`src/rtl/id_ex_hazard_reg.sv`:
```
// ID/EX pipeline register with a load-use hazard stall controller (RUN/STALL FSM).
// Define HAZARD_STATS_EN to add the bubble_count statistics port.
module id_ex_hazard_reg #(
  parameter int XLEN        = 32,
  parameter int CTRLW       = 8,
  parameter int LOAD_STALLS = 1
) (
  input  logic             clk,
  input  logic             reset,
  input  logic             id_valid,
  input  logic [4:0]       id_rs1,
  input  logic [4:0]       id_rs2,
  input  logic [4:0]       id_rd,
  input  logic             id_uses_rs1,
  input  logic             id_uses_rs2,
  input  logic             id_is_load,
  input  logic [XLEN-1:0]  id_rdata1,
  input  logic [XLEN-1:0]  id_rdata2,
  input  logic [XLEN-1:0]  id_imm,
  input  logic [CTRLW-1:0] id_ctrl,
  input  logic             flush,
  output logic             stall_if_id,
  output logic             ex_valid,
  output logic [4:0]       ex_rs1,
  output logic [4:0]       ex_rs2,
  output logic [4:0]       ex_rd,
  output logic             ex_is_load,
  output logic [XLEN-1:0]  ex_rdata1,
  output logic [XLEN-1:0]  ex_rdata2,
  output logic [XLEN-1:0]  ex_imm,
  output logic [CTRLW-1:0] ex_ctrl
`ifdef HAZARD_STATS_EN
  ,
  output logic [31:0]      bubble_count
`endif
);

  typedef enum logic {RUN, STALL} state_t;

  typedef struct packed {
    logic             valid;
    logic [4:0]       rs1;
    logic [4:0]       rs2;
    logic [4:0]       rd;
    logic             is_load;
    logic [XLEN-1:0]  rdata1;
    logic [XLEN-1:0]  rdata2;
    logic [XLEN-1:0]  imm;
    logic [CTRLW-1:0] ctrl;
  } ex_slot_t;

  state_t   state, state_next;
  logic [1:0] cnt, cnt_next;
  ex_slot_t ex_q, ex_d;
  logic     hazard;
  logic     load_ex;
  logic     count_bubble;

  // A load still in EX cannot forward yet; x0 is hardwired and never conflicts.
  assign hazard = id_valid && ex_q.valid && ex_q.is_load && (ex_q.rd != 5'd0) &&
                  ((id_uses_rs1 && (id_rs1 == ex_q.rd)) ||
                   (id_uses_rs2 && (id_rs2 == ex_q.rd)));

  // NOTE: every output of this block gets a default first so no path leaves a latch.
  always_comb begin
    state_next   = state;
    cnt_next     = cnt;
    stall_if_id  = 1'b0;
    load_ex      = 1'b0;
    count_bubble = 1'b0;
    if (flush) begin
      state_next = RUN;
      cnt_next   = 2'd0;
    end else if (state == STALL) begin
      stall_if_id  = 1'b1;
      count_bubble = 1'b1;
      cnt_next     = cnt - 2'd1;
      if (cnt == 2'd1) state_next = RUN;
    end else if (hazard) begin
      stall_if_id  = 1'b1;
      count_bubble = 1'b1;
      if (LOAD_STALLS > 1) begin
        cnt_next   = 2'(LOAD_STALLS - 1);
        state_next = STALL;
      end
    end else begin
      load_ex = id_valid;
    end
  end

  // Anything not loaded from ID becomes a bubble with all fields zeroed.
  always_comb begin
    ex_d = '0;
    if (load_ex) begin
      ex_d.valid   = 1'b1;
      ex_d.rs1     = id_rs1;
      ex_d.rs2     = id_rs2;
      ex_d.rd      = id_rd;
      ex_d.is_load = id_is_load;
      ex_d.rdata1  = id_rdata1;
      ex_d.rdata2  = id_rdata2;
      ex_d.imm     = id_imm;
      ex_d.ctrl    = id_ctrl;
    end
  end

  // NOTE: state is updated with non-blocking assignments so every flop samples pre-edge values.
  always_ff @(posedge clk or posedge reset) begin
    if (reset) begin
      state <= RUN;
      cnt   <= 2'd0;
      ex_q  <= '0;
    end else begin
      state <= state_next;
      cnt   <= cnt_next;
      ex_q  <= ex_d;
    end
  end

`ifdef HAZARD_STATS_EN
  always_ff @(posedge clk or posedge reset) begin
    if (reset)             bubble_count <= 32'd0;
    else if (count_bubble) bubble_count <= bubble_count + 32'd1;
  end
`else
  logic unused_stats;
  assign unused_stats = count_bubble;
`endif

  assign ex_valid   = ex_q.valid;
  assign ex_rs1     = ex_q.rs1;
  assign ex_rs2     = ex_q.rs2;
  assign ex_rd      = ex_q.rd;
  assign ex_is_load = ex_q.is_load;
  assign ex_rdata1  = ex_q.rdata1;
  assign ex_rdata2  = ex_q.rdata2;
  assign ex_imm     = ex_q.imm;
  assign ex_ctrl    = ex_q.ctrl;

endmodule

```
`config.mk`:
```
export PLATFORM = sky130hd
export DESIGN_NAME = id_ex_hazard_reg
export DESIGN_NICKNAME = d
export VERILOG_FILES = /design/src/rtl/id_ex_hazard_reg.sv
export SDC_FILE = /design/constraint.sdc
export NUM_CORES = 1
export LEC_CHECK = 0
export ABC_CLOCK_PERIOD_IN_PS = 11100
export CELL_PAD_IN_SITES_DETAIL_PLACEMENT = 1
export CELL_PAD_IN_SITES_GLOBAL_PLACEMENT = 2
export CORE_MARGIN = 3
export CORE_UTILIZATION = 26
export DETAILED_ROUTE_END_ITERATION = 7
export GPL_TIMING_DRIVEN = 0
export PLACE_DENSITY_LB_ADDON = 0.15
export SYNTH_ARGS = -nofsm -noshare
export SYNTH_HDL_FRONTEND = slang
export SYNTH_SLANG_ARGS = --single-unit
```
`constraint.sdc`:
```
create_clock -name clk -period 11.1 [get_ports clk]
set_clock_uncertainty 0.05 [all_clocks]
set_input_delay 2.775 -clock clk [delete_from_list [all_inputs] [get_ports clk]]
set_output_delay 2.775 -clock clk [all_outputs]
set_load 0.02 [all_outputs]
```
# --- Word level (Yosys, flattened, before mapping) ---
# Index checks and enable logic that the tools add are counted.
classes:
  add_sub_neg: 1
  eq_ne: 3
  muxes: 12
  n_reduce_logical: 9
op_table:
  columns: ["operator", "n"]
  rows:
  - ["two-way mux 121 bit", 1]
  - ["equality test 5 bit", 2]
  - ["two-way mux 1 bit", 9]
  - ["logical AND 1 bit", 6]
  - ["nonzero test 5 bit", 1]
  - ["two-way mux 2 bit", 2]
  - ["equality test 2 x 1 -> 1 bit (second input constant)", 1]
  - ["nonzero test 2 bit", 1]
  - ["subtractor 2 x 1 -> 2 bit (second input constant)", 1]
  - ["logical OR 1 bit", 1]
totals:
  reg_bits: 124
  in_bits: 126

# --- Longest topological paths before layout ---
depth:
  ltp_word: 8
  depth_mapped: 6
  mapped_depth_nobuf: 4

# --- Least setup slack after synthesis ---
# OpenSTA, ideal clock, no wires.
synth_timing:
  path_type: "input to output"
  from: "in id_rs1[1]"
  to: "out stall_if_id"
  t_arrival_ns: 3.673
  t_required_ns: 8.275
  setup_slack_ns: 4.602
  stages: 5
  n_path_buf: 1
  cell_sequence: "xnor2_1 > nand4_1 > o22ai_2 > buf_6 > a31o_2"
synth_via:
  elab_chain_cells: 7
synth_lines:
  columns: ["element", "line", "source"]
  rows:
  - ["start, declared", "11", "input logic [4:0] id_rs1,"]
  - ["equality test 5 bit", "61", "((id_uses_rs1 && (id_rs1 == ex_q.rd)) ||"]
  - ["logical AND 1 bit", "61", null]
  - ["logical OR 1 bit", "61", null]
  - ["logical AND 1 bit", "60", "assign hazard = id_valid && ex_q.valid && ex_q.is_load && (ex_q.rd != 5'd0) &&"]
  - ["two-way mux 1 bit", "79", "end else if (hazard) begin"]
  - ["two-way mux 1 bit", "74", "end else if (state == STALL) begin"]
  - ["two-way mux 1 bit", "71", "if (flush) begin"]
  - ["end, declared", "22", "output logic stall_if_id,"]
# No other way between the ends.

# --- Worst setup path after layout ---
layout_timing:
  from: "in id_valid"
  to: "out stall_if_id"
layout_via:
  elab_chain_cells: 7
layout_lines:
  columns: ["element", "line", "source"]
  rows:
  - ["start, declared", "10", "input logic id_valid,"]
  - ["logical AND 1 bit (4 in a row)", "60", null]
  - ["two-way mux 1 bit", "79", null]
  - ["two-way mux 1 bit", "74", null]
  - ["two-way mux 1 bit", "71", null]
# No other way between the ends.

==> out/results.txt <==
The flow ran to the end, and the final reports show no timing, DRC or antenna violations. Sequential cells account for 39.1% of the total power. Gates resized during post-CTS repair numbered 0. The detail route stage leaves a number of antenna-violating nets equal to 0.

The net switching power is 0.295 mW, and the quantity of hold-fixing buffers added after cts is 0. The maximum clock frequency was 0.129 GHz. The die covers 21,900 sq um. The number of distinct library cell variants in the gate-level netlist after synthesis is 26, and the global router's overall resource usage is 16.6%. The CTS buffer count was 17; the time the worst path needs with I/O delays and setup was 7750 ps. Measured against its own limit, the worst slew margin works out to 54.1%. Final hold violation count: 0. The minimum setup slack among reg-to-reg paths is 9280 ps. The run gives 0.000106 V as the maximum resistive drop on vdd. The proportion of synthesized flip-flops having asynchronous set or reset is 100%, and the number of rows in the core area is 51. At the pin with the least slew margin, the transition time is 689 ps. The run gives 0 as the total inserted antenna cells.

After the first detailed-routing iteration, the DRC count stood at 114. Count of pins over their slew limit: 0. The number of nets handed over by synthesis was 576. The tool flagged a number of max-cap violations equal to 0. The most frequent cell after synthesis was sky130_fd_sc_hd__dfrtp_1. The logs give 26.7% for the initial core utilization and 3100 sq um for the register area. The worst register-to-register path begins at ex_rd[1]. Counting flops with a built-in enable in the synthesized netlist gives 0. Data arrives at the worst endpoint at 4930 ps. The slowest stage cell on the critical path was sky130_fd_sc_hd__clkdlybuf4s50_1. The commonest cells after synthesis are sky130_fd_sc_hd__dfrtp_1, sky130_fd_sc_hd__a21oi_1, sky130_fd_sc_hd__nand3b_1. The biggest cell delay along the critical path came out at 640 ps. The worst setup path is launched from an input port. Average detailed-routed wire length per instance: 18.5 microns. Pin placement for this block handled 248 I/O pins.

After routing the design area is 8690 sq um. Traced cell by cell, the critical path runs through clkdlybuf4s50_1, nand3_1, a21oi_1, buf_2, a31o_2, clkdlybuf4s50_1. The first-pass GRT wire length is 28,100 microns, and the switching power as a share of total power is 24.3%.

Detailed routing inserted a total of 4,489 vias. The post-route netlist has 9.74% of its cells at a drive strength greater than 1. The tools report the maximum buffer depth of the clock tree as 2. Number of synthesized register bits: 124. Number of global-route vias before repair: 5,028.

The critical path starts at id_valid. Clock edge transition at the registers on the reported setup and hold paths: 60 ps. Counting every sink on the clock net gives 124.

Setup violations remaining at the end of the flow were counted as 0. Height of the chip: 148 microns. Dividing the final minimum period by the clock period gives 69.8%.

CTS placed an instance of sky130_fd_sc_hd__clkbuf_16 at the clock tree root. Setup repair after global routing left no endpoint under its margin. The gate family responsible for the most delay along the worst path was buffers and inverters. For the synthesis warning total, the log shows 0.

The top cell type's share of synthesized area is 59.3%. The average footprint of a synthesized cell is 11.7 sq um. The run gives 8070 sq um as the placed instance area. In the post-synthesis netlist, the biggest area contributors are sky130_fd_sc_hd__dfrtp_1, sky130_fd_sc_hd__nand3b_1, sky130_fd_sc_hd__a21oi_1. Counting the fill cells in the layout gives 2,127.

The count of buffers added on input and output ports is 247. Cell type contributing the most total cell area after synthesis: sky130_fd_sc_hd__dfrtp_1. The tools report the number of detailed-routing iterations run before antenna repair as 4. Post-DP HPWL: 13,400 microns. The cell area after synthesis is 5230 sq um. The cell that appears most often on the critical path is sky130_fd_sc_hd__clkdlybuf4s50_1. Measured along the x axis, the die boundary spans 148 microns. Power spread over the standard cell area amounts to 140 nW/um^2. The remaining global-route overflow came out at 0.

In this run, the combinational gates consume 13.1% of the power. Entering global routing, the biggest net connects 88 pins. The number of setup buffers added after CTS is 0. Initial antenna violation count: 0. Number of design rule violations left after detail routing: 0.

For the final routed database, the setup TNS stands at 0 ps. For the clock latency of the later-clocked register in the worst-skew pair, the log shows 410 ps. The critical path ends at stall_if_id. The run gives 19,600 sq um as the floorplan core area.

In this run the critical register-to-register path is captured at ex_imm[22]. In this run the number of H-tree levels came out at 4. The count of buffer and inverter cells on the critical path is 3, and the routability congestion estimate from global placement is 0.756. Among all flip-flop cells after synthesis, the most frequent one is sky130_fd_sc_hd__dfrtp_1. Synthesis handed over a netlist of 449 instances. The area of combinational cells with multiple inputs was 1740 sq um; the sequential area share after synthesis was 59.3%. TritonCTS built the clock tree. In the final design database the tool counted 843 nets.

Data on the critical path is required at its endpoint by 8280 ps. Summed over all layers, the routed wires come to 18,400 microns. For this design the static power due to leakage is 3.64 nW. Type of the worst setup path: in2out. Along the worst path, the maximum fanout reaches 10. Kind of end point of the critical path: an output pin. Layout overhead on the synthesized area: 66.0%. The min-delay analysis places its worst path in the category reg2reg. The count of cells along the worst register-to-register path was 5. The design internal power came out at 0.920 mW. Using the TritonRoute via totals, the vias-per-cell ratio works out to 4.52.

The clock network burns 47.8% of the power. Critical path depth: 6.
## state kept, by name (all words and copies together), names as in the netlist
name and count:
ex_valid 1, ex_rs1 5, ex_is_load 1, ex_rs2 5, state 1, ex_rdata1 32
ex_rdata2 32, ex_rd 5, cnt 2, ex_imm 32, ex_ctrl 8
## cells in the final DEF (no fill, tap or decap), types with 3 or more instances in the layout
| cell | n |
|---|---|
| sky130_fd_sc_hd__nor2b_1 | 3 |
| sky130_fd_sc_hd__nand3b_1 | 110 |
| sky130_fd_sc_hd__buf_6 | 8 |
| sky130_fd_sc_hd__clkdlybuf4s50_1 | 247 |
| sky130_fd_sc_hd__nor2_1 | 3 |
| sky130_fd_sc_hd__clkinvlp_4 | 3 |
| sky130_fd_sc_hd__bufinv_16 | 3 |
| sky130_fd_sc_hd__a2111oi_2 | 6 |
| sky130_fd_sc_hd__clkbuf_1 | 22 |
| sky130_fd_sc_hd__inv_1 | 12 |
| sky130_fd_sc_hd__xnor2_1 | 11 |
| sky130_fd_sc_hd__nand2_1 | 3 |
| sky130_fd_sc_hd__buf_12 | 3 |
| sky130_fd_sc_hd__clkbuf_16 | 17 |
| sky130_fd_sc_hd__a2111oi_0 | 3 |
| sky130_fd_sc_hd__clkinv_4 | 4 |
| sky130_fd_sc_hd__buf_2 | 14 |
| sky130_fd_sc_hd__a21oi_1 | 111 |
| sky130_fd_sc_hd__clkbuf_8 | 4 |
| sky130_fd_sc_hd__dfrtp_1 | 124 |
## power groups by stage
stage               Combinational [mW]  Clock (mW)  Sequential (mW)
finish                           0.159       0.581            0.475
global route                     0.171       0.614            0.476
CTS                              0.161       0.594            0.475
detailed placement               0.160           0            0.483
global placement                 0.157           0            0.483
floorplan                       0.0410           0            0.505
## metrics by stage
step	total power [mW]	utilization, %	hold slack [ps]	std cells	setup WS, ps
final	1.21	44.4	502	994	3350
after global routing	1.26	44.4	547	994	3230
after CTS	1.23	44.4	516	994	3320
after detailed placement	0.644	41.2	496	962	3340
after global placement	0.640	41.0	458	961	3110
after floorplan	0.546	-	436	449	4600
## per-layer routing
layer  part of all wire (%)  up-vias  GRT usage (%)
li1                       -     2107              -
met1                     41     2207           19.1
met2                     50      160           28.7
met3                    7.4       15           6.28
met4                    1.3        0           5.36
met5                      0        -              0
## layout make-up
cell class / count / area share (%)
flip-flops and latches: 124 / 35.7
inverters: 13 / 0.619
multi-input cells: 260 / 20.0
clock buffers: 19 / 5.21
clock inverters: 13 / 1.92
repair buffers: 248 / 28.8
plain buffers: 52 / 3.97
well taps: 265 / 3.82
## worst reg2reg max path, cell delays in order, from the launching register on
cell and delay, ps:
sky130_fd_sc_hd__dfrtp_1 440, sky130_fd_sc_hd__nor3_1 90, sky130_fd_sc_hd__a21oi_1 380, sky130_fd_sc_hd__buf_2 360, sky130_fd_sc_hd__buf_2 280, sky130_fd_sc_hd__a21oi_1 110
## how the worst min path moves through the flow
stage	from	end	cells after the start
2_1_floorplan	cnt[1]	cnt[1]	2
3_3_place_gp	cnt[1]	cnt[1]	2
3_5_place_dp	cnt[0]	cnt[0]	2
4_1_cts	cnt[0]	cnt[0]	2
5_1_grt	cnt[0]	cnt[0]	2
6_report	cnt[0]	cnt[0]	2
## logic make-up (layout without fill, tap and decap cells)
family / count (synthesis) / in the layout / synth area share (%)
flip-flops: 124 / 124 / 59.3
AO/OA/AOI/OAI: 124 / 124 / 13.9
adder cells (fa/ha/maj): 1 / 1 / 0.239
buffers and inverters: 65 / 345 / 7.53
multiplexers: 1 / 1 / 0.191
XOR/XNOR: 11 / 11 / 1.84
AND/OR/NAND/NOR: 123 / 123 / 17.0
Note: power is estimated with default switching activity, not from simulation.
